### src/rtl/ccff_loader_pkg.sv
// Shared types and constants for the configuration-chain bitstream loader.
package ccff_loader_pkg;

  localparam int unsigned CCFF_BYTE_W = 8;

  typedef enum logic [1:0] {
    StIdle,
    StLoad,
    StDone
  } ccff_ld_state_t;

endpackage

### src/rtl/ccff_bitstream_loader_if.sv
// Byte-stream valid/ready handshake feeding the loader.
interface ccff_bitstream_loader_if;
  import ccff_loader_pkg::*;

  logic [CCFF_BYTE_W-1:0] s_data;
  logic                   s_valid;
  logic                   s_ready;

  modport master (
    output s_data,
    output s_valid,
    input  s_ready
  );

  modport slave (
    input  s_data,
    input  s_valid,
    output s_ready
  );

endinterface

### src/rtl/ccff_tail_deserializer.sv
// Captures the chain tail on every fabric shift and packs it into readback bytes,
// MSB = first captured bit. A final partial byte is left-aligned and zero-padded.
module ccff_tail_deserializer
  import ccff_loader_pkg::*;
(
  input  logic                   clk_i,
  input  logic                   rst_ni,
  input  logic                   clear_i,
  input  logic                   cap_en_i,
  input  logic                   tail_i,
  input  logic                   flush_i,
  output logic [CCFF_BYTE_W-1:0] rb_data_o,
  output logic                   rb_valid_o
);

  logic [CCFF_BYTE_W-2:0] shreg_q, shreg_d;
  logic [2:0]             cnt_q, cnt_d;
  logic [CCFF_BYTE_W-1:0] rb_data_q, rb_data_d;
  logic                   rb_valid_q, rb_valid_d;
  logic [CCFF_BYTE_W-1:0] captured;

  assign captured = {shreg_q, tail_i};

  // Next-state: shift in the tail bit, emit on byte boundary or final flush.
  always_comb begin
    shreg_d    = shreg_q;
    cnt_d      = cnt_q;
    rb_data_d  = rb_data_q;
    rb_valid_d = 1'b0;
    if (clear_i) begin
      cnt_d = '0;
    end else if (cap_en_i) begin
      shreg_d = captured[CCFF_BYTE_W-2:0];
      cnt_d   = cnt_q + 3'd1;
      if (cnt_q == 3'd7) begin
        rb_valid_d = 1'b1;
        rb_data_d  = captured;
      end else if (flush_i) begin
        // cnt_q+1 bits are valid in the low end; move them to the top.
        rb_valid_d = 1'b1;
        rb_data_d  = captured << (3'd7 - cnt_q);
        cnt_d      = '0;
      end
    end
  end

  // State registers.
  always_ff @(posedge clk_i or negedge rst_ni) begin
    if (!rst_ni) begin
      shreg_q    <= '0;
      cnt_q      <= '0;
      rb_data_q  <= '0;
      rb_valid_q <= 1'b0;
    end else begin
      shreg_q    <= shreg_d;
      cnt_q      <= cnt_d;
      rb_data_q  <= rb_data_d;
      rb_valid_q <= rb_valid_d;
    end
  end

  assign rb_data_o  = rb_data_q;
  assign rb_valid_o = rb_valid_q;

endmodule

### src/rtl/ccff_bitstream_loader.sv
// Serializes configuration bytes MSB-first into the ccff chain head, gating the
// fabric shift enable, and returns the chain's old contents as readback bytes.
module ccff_bitstream_loader
  import ccff_loader_pkg::*;
#(
  parameter int unsigned CHAIN_LEN = 1024,
  parameter int unsigned CNT_W     = $clog2(CHAIN_LEN + 1)
) (
  input  logic                     prog_clk,
  input  logic                     pReset_n,
  input  logic                     start,
  ccff_bitstream_loader_if.slave   s,
  output logic                     ccff_head,
  output logic                     ccff_clk_en,
  input  logic                     ccff_tail,
  output logic [CCFF_BYTE_W-1:0]   rb_data,
  output logic                     rb_valid,
  output logic                     busy,
  output logic                     done
);

  ccff_ld_state_t         state_q, state_d;
  logic [CNT_W-1:0]       bits_left_q, bits_left_d, bits_after;
  logic [CCFF_BYTE_W-1:0] buf_q, buf_d;
  logic [3:0]             buf_cnt_q, buf_cnt_d;
  logic                   head_q, head_d;
  logic                   clk_en_q, clk_en_d;
  logic                   busy_q, busy_d;
  logic                   done_q, done_d;
  logic                   shift, accept, start_ok;

  assign shift      = (state_q == StLoad) && (buf_cnt_q != 4'd0);
  assign start_ok   = (state_q == StIdle) && start;
  assign bits_after = bits_left_q - CNT_W'(shift);

  // Ready when empty, or when the last buffered bit leaves now and more are still owed.
  assign s.s_ready = (state_q == StLoad) &&
                     ((buf_cnt_q == 4'd0) ||
                      ((buf_cnt_q == 4'd1) && (bits_left_q > CNT_W'(1))));
  assign accept    = s.s_valid && s.s_ready;

  // Next-state for FSM, bit counter, shift buffer and registered chain outputs.
  always_comb begin
    state_d     = state_q;
    bits_left_d = bits_left_q;
    buf_d       = buf_q;
    buf_cnt_d   = buf_cnt_q;
    head_d      = head_q;
    clk_en_d    = 1'b0;
    busy_d      = busy_q;
    done_d      = 1'b0;
    unique case (state_q)
      StIdle: begin
        if (start) begin
          state_d     = StLoad;
          bits_left_d = CNT_W'(CHAIN_LEN);
          buf_cnt_d   = 4'd0;
          busy_d      = 1'b1;
        end
      end
      StLoad: begin
        if (shift) begin
          head_d      = buf_q[CCFF_BYTE_W-1];
          clk_en_d    = 1'b1;
          buf_d       = buf_q << 1;
          buf_cnt_d   = buf_cnt_q - 4'd1;
          bits_left_d = bits_after;
        end
        if (accept) begin
          buf_d = s.s_data;
          // Only the bits still owed are kept; the rest of a final byte is dropped.
          if (32'(bits_after) >= CCFF_BYTE_W) buf_cnt_d = 4'd8;
          else                                buf_cnt_d = 4'(bits_after);
        end
        if (bits_after == '0) state_d = StDone;
      end
      StDone: begin
        // Last shift is being consumed by the fabric this cycle.
        state_d = StIdle;
        done_d  = 1'b1;
        busy_d  = 1'b0;
      end
      default: state_d = StIdle;
    endcase
  end

  // State registers.
  always_ff @(posedge prog_clk or negedge pReset_n) begin
    if (!pReset_n) begin
      state_q     <= StIdle;
      bits_left_q <= '0;
      buf_q       <= '0;
      buf_cnt_q   <= '0;
      head_q      <= 1'b0;
      clk_en_q    <= 1'b0;
      busy_q      <= 1'b0;
      done_q      <= 1'b0;
    end else begin
      state_q     <= state_d;
      bits_left_q <= bits_left_d;
      buf_q       <= buf_d;
      buf_cnt_q   <= buf_cnt_d;
      head_q      <= head_d;
      clk_en_q    <= clk_en_d;
      busy_q      <= busy_d;
      done_q      <= done_d;
    end
  end

  assign ccff_head   = head_q;
  assign ccff_clk_en = clk_en_q;
  assign busy        = busy_q;
  assign done        = done_q;

  ccff_tail_deserializer u_tail_deser (
    .clk_i      (prog_clk),
    .rst_ni     (pReset_n),
    .clear_i    (start_ok),
    .cap_en_i   (clk_en_q),
    .tail_i     (ccff_tail),
    .flush_i    (state_q == StDone),
    .rb_data_o  (rb_data),
    .rb_valid_o (rb_valid)
  );

endmodule

### src/flat_wrapper.sv
// flat-port wrapper written by rule: the top's interface ports become plain ports
module ccff_bitstream_loader_flat import ccff_loader_pkg::*;
#(
  parameter int unsigned CHAIN_LEN = 1024,
  parameter int unsigned CNT_W     = $clog2(CHAIN_LEN + 1)
)
  (prog_clk, pReset_n, start, ccff_head, ccff_clk_en, ccff_tail, rb_data, rb_valid, busy, done, s_s_data, s_s_valid, s_s_ready);
  ccff_bitstream_loader_if s_i ();
  input  logic prog_clk;
  input  logic pReset_n;
  input  logic start;
  output logic ccff_head;
  output logic ccff_clk_en;
  input  logic ccff_tail;
  output logic [CCFF_BYTE_W-1:0] rb_data;
  output logic rb_valid;
  output logic busy;
  output logic done;
  input wire logic [$bits(s_i.s_data)-1:0] s_s_data;
  input wire logic [$bits(s_i.s_valid)-1:0] s_s_valid;
  output wire logic [$bits(s_i.s_ready)-1:0] s_s_ready;
  assign s_i.s_data = s_s_data;
  assign s_i.s_valid = s_s_valid;
  assign s_s_ready = s_i.s_ready;
  ccff_bitstream_loader #(.CHAIN_LEN(CHAIN_LEN), .CNT_W(CNT_W)) u_core (.prog_clk(prog_clk), .pReset_n(pReset_n), .start(start), .s(s_i), .ccff_head(ccff_head), .ccff_clk_en(ccff_clk_en), .ccff_tail(ccff_tail), .rb_data(rb_data), .rb_valid(rb_valid), .busy(busy), .done(done));
endmodule
### config.mk
export PLATFORM = sky130hd
export DESIGN_NAME = ccff_bitstream_loader_flat
export DESIGN_NICKNAME = d
export VERILOG_FILES = /design/src/rtl/ccff_loader_pkg.sv /design/src/rtl/ccff_bitstream_loader_if.sv /design/src/rtl/ccff_tail_deserializer.sv /design/src/rtl/ccff_bitstream_loader.sv /design/src/flat_wrapper.sv
export SDC_FILE = /design/constraint.sdc
export NUM_CORES = 1
export LEC_CHECK = 0
export ABC_AREA = 1
export BUFFER_PORTS_ARGS = -buffer_cell sky130_fd_sc_hd__buf_2
export CAP_MARGIN = 30
export CORE_MARGIN = 5
export CORE_UTILIZATION = 59
export CTS_CLUSTER_SIZE = 20
export DETAILED_ROUTE_END_ITERATION = 10
export PLACE_DENSITY = 0.79
export RECOVER_POWER = 50
export SETUP_SLACK_MARGIN = 0.1
export SKIP_LAST_GASP = 1
export SYNTH_ARGS = -nofsm -noshare
export SYNTH_HDL_FRONTEND = slang
export SYNTH_SLANG_ARGS = --single-unit
### constraint.sdc
create_clock -name prog_clk -period 3.2 [get_ports prog_clk]
set_input_delay 0.32 -clock prog_clk [delete_from_list [all_inputs] [get_ports prog_clk]]
set_output_delay 0.32 -clock prog_clk [all_outputs]
set_load 0.005 [all_outputs]
==> results.json, run 1 <==
{
  "wl_um": 5720,
  "layout-drive-gt1-share_pct": 14.1,
  "fin_skew_ns": 0.0101,
  "ys_seq_area_share_pct": 45.0,
  "globalplace.congestion": 0.895,
  "startpoint_type": "flop",
  "tns_ns": 0,
  "wl_per_cell_um": 13.8,
  "syn_inst": 335,
  "clk_pin_slew_ns": 0.08,
  "synth_common_cells": "nand2_1 (83), dfrtp_1 (48), o21ai_0 (36), inv_1 (33), nor2_1 (27)",
  "cts-root-buf": "clkbuf_8",
  "rrSetupSlack_ns": 0.55,
  "power_density_nw_per_um2": 1030,
  "slew_headroom_pct": 41.5,
  "crit_start": "u_core.buf_cnt_q[0]",
  "grt_pass1_wl_um": 10600,
  "vias_per_cell": 5.50,
  "yosys_register_bits": 48,
  "status": "completed",
  "r2r-start": "u_core.buf_cnt_q[0]",
  "firstDrtPassIters": 4,
  "syn_avg_cell_area_sq_um": 7.97,
  "postRouteAntennaNets": 0,
  "yosysWarnings": 0,
  "cp.required_ns": 3.45,
  "fin_nets": 383,
  "synth.largest_area_cell": "dfrtp_1",
  "rsz0062_at_grt": "no",
  "fmax_ghz": 0.377,
  "synthFlopType": "dfrtp_1",
  "via_count": 2279,
  "synth_cell_types": 34,
  "synthArstFlopShare_pct": 100,
  "whs_ns": 0.230,
  "areaGrowthSynthToFinish_pct": 9.51,
  "dp_hpwl_um": 4080,
  "synth.most_common_cell": "nand2_1",
  "synth_nets": 356,
  "rr_worst_depth": 15,
  "grt_max_degree": 35,
  "drcViolationCount": 0,
  "htreeDepth": 2,
  "start_util_pct": 60.9,
  "critPathCaptureType": "flop",
  "numPortBuffers": 26,
  "power_leakage_uw": 0.00145,
  "fin_crit_ns": 2.65,
  "syn_area_sq_um": 2670,
  "synth-edff-count": 0,
  "antenna_cells": 0,
  "finalHoldViolations": 0,
  "rr_endpoint": "u_core.buf_cnt_q[1]",
  "cts_resized": 0,
  "hold_path_class": "primary input to flop",
  "hp-start": "s_s_data[7]",
  "clk_path_buf_depth": 2,
  "grt_pass1_vias": 2281,
  "finalSetupViolations": 0,
  "clk_latency_ns": 0.31,
  "stdcell_count": 414,
  "holdPathStages": 3,
  "power_uw": 3010,
  "cap_violations": 0,
  "min_period_over_period_pct": 82.8,
  "drv_slew": 0,
  "die_x_um": 77.3,
  "fin_util_pct": 66.7,
  "worstSetupPathType": "flop to flop",
  "overflow": 0,
  "antenna_found_initial": 0,
  "die-area_sq_um": 5970,
  "synth.area.top_cells": "dfrtp_1 (45%), nand2_1 (12%), o21ai_0 (6.7%)",
  "numCtsBuffers": 5,
  "max-vdd-ir-drop_mv": 0.479,
  "cts_setup_buffers": 0,
  "dieHeight_um": 77.3,
  "track_usage_pct": 21.5,
  "cp_max_fo": 7,
  "worstHoldEndpoint": "u_core.buf_q[7]",
  "cts.sinks": 48,
  "io_pins": 27,
  "rows": 24,
  "critPathArrivalTime_ns": 2.90,
  "max_slew.worst_pin.slew_ns": 0.877,
  "dp_cells": 406,
  "synth_top_area_share_pct": 45.0,
  "drt_iter0_markers": 186,
  "holdBufCountCts": 1,
  "cts_tree": "built",
  "core_area_sq_um": 4380
}
-- critical path, cell delays in order, from the launching register on --
cell and delay [ns]:
dfrtp_1 0.42, inv_1 0.08, ha_1 0.19, nand2_1 0.13, inv_1 0.08, nor2_2 0.16
ha_1 0.31, ha_1 0.25, nand3_1 0.12, xor2_1 0.19, nand2_1 0.08, nor2_1 0.27
nand3_1 0.13, nand2_1 0.09, nand2_1 0.05, nand2_1 0.05
-- cell families after synthesis --
| family | count (synthesis) | synth area share [%] |
|---|---|---|
| flip-flops | 48 | 45.0 |
| AO/OA/AOI/OAI | 77 | 17.4 |
| XOR/XNOR | 6 | 1.97 |
| AND/OR/NAND/NOR | 150 | 24.2 |
| adder cells (fa/ha/maj) | 8 | 3.75 |
| buffers and inverters | 45 | 7.35 |
| multiplexers | 1 | 0.422 |
-- cells in the final DEF, fill, tap and decap left out, drive strengths merged, types with 2 or more instances in the layout --
| cell | Yosys | final |
|---|---|---|
| o21ai | 42 | 42 |
| inv | 35 | 35 |
| a22oi | 4 | 4 |
| xor2 | 4 | 4 |
| a2bb2oi | 4 | 4 |
| nand3 | 25 | 25 |
| a21oi | 18 | 18 |
| buf | 7 | 25 |
| nor2 | 37 | 37 |
| clkbuf | 2 | 9 |
| ha | 8 | 8 |
| xnor2 | 2 | 2 |
| dfrtp | 48 | 48 |
| clkinv | 1 | 2 |
| o22ai | 5 | 5 |
| nand2 | 86 | 86 |
-- final cells by class --
class                      instances  area, sq um
clock inverter                     1         8.76
sequential                        48         1200
clock buffer                       6         82.6
tap                               52         65.1
fill                             385         1460
inverter                          36          135
multi-input combinational        242         1270
timing repair buffer              29          164
-- worst max-delay path by stage --
| stage | depth (start not counted) | endpoint | slack, ns |
|---|---|---|---|
| 2_1_floorplan | 14 | u_core.buf_cnt_q[3] | 0.94 |
| 3_3_place_gp | 16 | u_core.buf_cnt_q[3] | 0.75 |
| 3_5_place_dp | 14 | u_core.buf_cnt_q[3] | 0.63 |
| 4_1_cts | 15 | u_core.buf_cnt_q[1] | 0.59 |
| 5_1_grt | 15 | u_core.buf_cnt_q[1] | 0.20 |
| 6_report | 15 | u_core.buf_cnt_q[1] | 0.55 |
-- registers in the layout (all words and copies together) (netlist names) --
name / count
u_core.bits_left_q: 11
u_core.buf_q: 8
u_core.u_tail_deser.rb_data_o: 8
u_core.u_tail_deser.shreg_q: 7
u_core.buf_cnt_q: 4
u_core.u_tail_deser.cnt_q: 3
u_core.state_q: 2
u_core.busy: 1
u_core.ccff_clk_en: 1
u_core.ccff_head: 1
u_core.done: 1
u_core.u_tail_deser.rb_valid_o: 1
-- report_power, final --
group          leakage (uW)  switching (uW)  internal [uW]  total [uW]
Combinational      0.000829             928            574        1500
Sequential         0.000577             244            885        1130
Clock             0.0000473             208            173         380
-- metrics by stage --
step / worst slack, ns / area (sq um)
after detailed placement: 0.626 / 2830
final: 0.549 / 2930
after CTS: 0.589 / 2930
after global placement: 0.748 / 2810
after global routing: 0.201 / 2930
after floorplan: 0.936 / 2670
-- metal layers --
layer / share of wire, % / vias to the layer above / GRT usage [%]
met1: 47 / 1048 / 30.7
met3: 6.8 / 7 / 4.22
li1: - / 1154 / -
met4: 1.2 / 0 / 6.53
met2: 45 / 70 / 33.0
met5: 0 / - / 0
Note: power is estimated with default switching activity, not from simulation.
==> inputs of run 2 (changes only) <==
--- a/config.mk
+++ b/config.mk
@@ -5,14 +5,14 @@
 export SDC_FILE = /design/constraint.sdc
 export NUM_CORES = 1
 export LEC_CHECK = 0
-export ABC_AREA = 1
+export ABC_AREA = 0
 export BUFFER_PORTS_ARGS = -buffer_cell sky130_fd_sc_hd__buf_2
 export CAP_MARGIN = 30
 export CORE_MARGIN = 5
-export CORE_UTILIZATION = 59
+export CORE_UTILIZATION = 53
 export CTS_CLUSTER_SIZE = 20
 export DETAILED_ROUTE_END_ITERATION = 10
-export PLACE_DENSITY = 0.79
+export PLACE_DENSITY = 0.75
 export RECOVER_POWER = 50
 export SETUP_SLACK_MARGIN = 0.1
 export SKIP_LAST_GASP = 1
==> constraint.sdc (replaced) <==
create_clock -name prog_clk -period 2.2 [get_ports prog_clk]
set_input_delay 0.22 -clock prog_clk [delete_from_list [all_inputs] [get_ports prog_clk]]
set_output_delay 0.22 -clock prog_clk [all_outputs]
set_load 0.005 [all_outputs]
==> run 2 against run 1 <==
  * The run now ends with setup timing left
  * Via count grew 8.2%
  * Clock-buffer cell count fell by 1
  * Routed wire length up 16%
  * Largest cell class unchanged
  * Highest routed layer unchanged
==> results.json, run 2 <==
{
  "grt_pass1_wl_um": 10900,
  "rr_worst_depth": 13,
  "power_density_nw_per_um2": 1600,
  "cap_violations": 0,
  "fin_skew_ns": 0.0138,
  "synth.most_common_cell": "dfrtp_1",
  "core_area_sq_um": 5040,
  "fin_util_pct": 70.9,
  "die_x_um": 81.5,
  "holdPathStages": 3,
  "use_met2_pct": 38.1,
  "max-vdd-ir-drop_mv": 1.00,
  "critPathBufInv": 2,
  "clk_latency_ns": 0.31,
  "finalSetupViolations": 9,
  "areaGrowthSynthToFinish_pct": 31.9,
  "numPortBuffers": 26,
  "rows": 26,
  "critPathSlowestCell": "or4_1",
  "firstDrtPassIters": 4,
  "drcViolationCount": 0,
  "r2r-start": "u_core.buf_cnt_q[0]",
  "synthFlopType": "dfrtp_1",
  "rrSetupSlack_ns": -0.58,
  "synth_nets": 313,
  "finalHoldViolations": 0,
  "setup_ws_ns": -0.575,
  "largest_reg_flops": 11,
  "cts.sinks": 48,
  "rsz0062_at_grt": "yes",
  "htreeDepth": 2,
  "clk_path_buf_depth": 2,
  "syn_inst": 292,
  "syn_avg_cell_area_sq_um": 9.28,
  "cp_cell_sequence": "inv_2, ha_4, or3b_4, nand2_8, inv_6, ha_4, ha_4, and2b_1, nand2_1, xor2_1, nand3_1, or4_1, a31oi_1",
  "dp_hpwl_um": 4540,
  "synth_cell_types": 53,
  "ys_seq_area_share_pct": 44.3,
  "wl_um": 6640,
  "dieHeight_um": 81.5,
  "cts-root-buf": "clkbuf_8",
  "violations": "setup timing",
  "critPathMaxStageDelay_ns": 0.51,
  "synthArstFlopShare_pct": 100,
  "worstSetupPathType": "flop to flop",
  "fin_nets": 387,
  "fillCellCount": 385,
  "drt_iter0_markers": 145,
  "critPathCaptureType": "flop",
  "clk_pin_slew_ns": 0.09,
  "startpoint_type": "flop",
  "drv_slew": 0,
  "start_util_pct": 53.7,
  "layout.cells.most_common": "dfrtp_1",
  "yosys_register_bits": 48,
  "synth.largest_area_cell": "dfrtp_1",
  "power_uw": 5730,
  "hold_path_class": "primary input to flop",
  "fin_crit_ns": 2.78,
  "grt_max_degree": 31,
  "critPathArrivalTime_ns": 3.01,
  "cts_tree": "built",
  "cp.required_ns": 2.44,
  "synth.area.top_cells": "dfrtp_1 (44%), mux2i_1 (6.3%), o21ai_0 (5.9%)",
  "slew_headroom_pct": 48.4,
  "numCtsBuffers": 5,
  "vias_per_cell": 5.65,
  "antenna_found_initial": 0,
  "via_count": 2467,
  "globalplace.congestion": 0.921,
  "io_pins": 27,
  "cp_top_family": "simple AND/OR/NAND/NOR gates",
  "power_leakage_uw": 0.00165,
  "top_usage_layer": "met2",
  "worstHoldEndpoint": "u_core.buf_q[0]",
  "tns_ns": -2.99,
  "syn_area_sq_um": 2710,
  "top_register": "u_core.bits_left_q",
  "status": "complete, but fails checks",
  "yosysWarnings": 0,
  "grt_pass1_vias": 2342,
  "min_period_over_period_pct": 126,
  "track_usage_pct": 21.4,
  "overflow": 0,
  "seq_area_sq_um": 1200,
  "fmax_ghz": 0.360,
  "rr_endpoint": "u_core.buf_cnt_q[1]",
  "synth_top_area_share_pct": 44.3,
  "hp-start": "s_s_data[0]",
  "layout_common_cells": "dfrtp_1 (48), buf_4 (46), nand2_1 (31), o21ai_0 (22), buf_2 (22)",
  "max_slew.worst_pin.slew_ns": 0.774,
  "grt_use_met1_pct": 26.5,
  "grt_use_met3_pct": 3.62,
  "synth_common_cells": "dfrtp_1 (48), nand2_1 (33), o21ai_0 (32), nor2_1 (23)",
  "cp_max_fo": 6,
  "layout-drive-gt1-share_pct": 33.8,
  "multi_input_area_sq_um": 1560,
  "antenna_cells": 0,
  "die-area_sq_um": 6640,
  "crit_top_cell": "ha_4",
  "postRouteAntennaNets": 0,
  "wl_per_cell_um": 15.2,
  "synth-edff-count": 0
}
[run 2: cell type report]
| type | count | area share (%) |
|---|---|---|
| Tap cell | 70 | 2.45 |
| Multi-Input combinational cell | 219 | 43.8 |
| Inverter | 11 | 1.30 |
| Sequential cell | 48 | 33.6 |
| Clock inverter | 3 | 1.33 |
| Timing Repair Buffer | 81 | 15.6 |
| Clock buffer | 5 | 1.93 |
[run 2: logic make-up (layout without fill, tap and decap cells)]
| family | after synthesis | after routing | share of synthesized area, % |
|---|---|---|---|
| and+or+nand+nor | 103 | 103 | 19.1 |
| AOI/OAI and AO/OA | 78 | 78 | 17.6 |
| DFF | 48 | 48 | 44.3 |
| muxes | 26 | 26 | 10.0 |
| buffers and inverters | 25 | 100 | 3.93 |
| adders and majority gates | 8 | 8 | 3.70 |
| xor gates and xnor gates | 4 | 4 | 1.29 |
[run 2: power by group]
group / total [uW] / internal [uW] / switching, uW / leakage (uW)
Combinational: 3470 / 1730 / 1740 / 0.000990
Clock: 663 / 343 / 321 / 0.0000583
Sequential: 1600 / 1260 / 346 / 0.000601
[run 2: layer usage]
metal	wire (um)	part of all wire, %
met1	2870	43
met2	3370	51
met5	0	0
met3	298	4.5
met4	108	1.6
[run 2: what timing repair did]
item                                   4_1_cts  5_1_grt
setup endpoints to repair                   14       24
hold buffers                                 1        0
pin swaps                                   10        7
setup buffers                                5        7
endpoints found under the hold margin       28        0
resized for setup                           16       21
[run 2: how the worst max path moves through the flow]
stage                              startpoint             endpoint  cells past startpoint
after floorplan           u_core.buf_cnt_q[0]  u_core.buf_cnt_q[1]                     14
after global placement    u_core.buf_cnt_q[1]  u_core.buf_cnt_q[1]                     13
after detailed placement  u_core.buf_cnt_q[1]  u_core.buf_cnt_q[1]                     13
after CTS                 u_core.buf_cnt_q[1]  u_core.buf_cnt_q[1]                     13
after global routing      u_core.buf_cnt_q[1]  u_core.buf_cnt_q[1]                     13
final                     u_core.buf_cnt_q[0]  u_core.buf_cnt_q[1]                     13
[run 2: worst min-delay path, delay by kind of cell]
kind,cells,cell delay (ns)
buffers and inverters,2,0.13
AOI/OAI and AO/OA,1,0.07
[run 2: metrics by stage]
stage	setup WS (ns)	cells	area, sq um	hold WS [ns]
4_1_cts	-0.519	431	3490	0.142
2_1_floorplan	-0.708	292	2780	-0.0756
3_3_place_gp	-0.552	417	3260	0.306
3_5_place_dp	-0.606	417	3260	0.301
6_report	-0.575	437	3570	0.146
5_1_grt	-0.726	437	3570	0.139
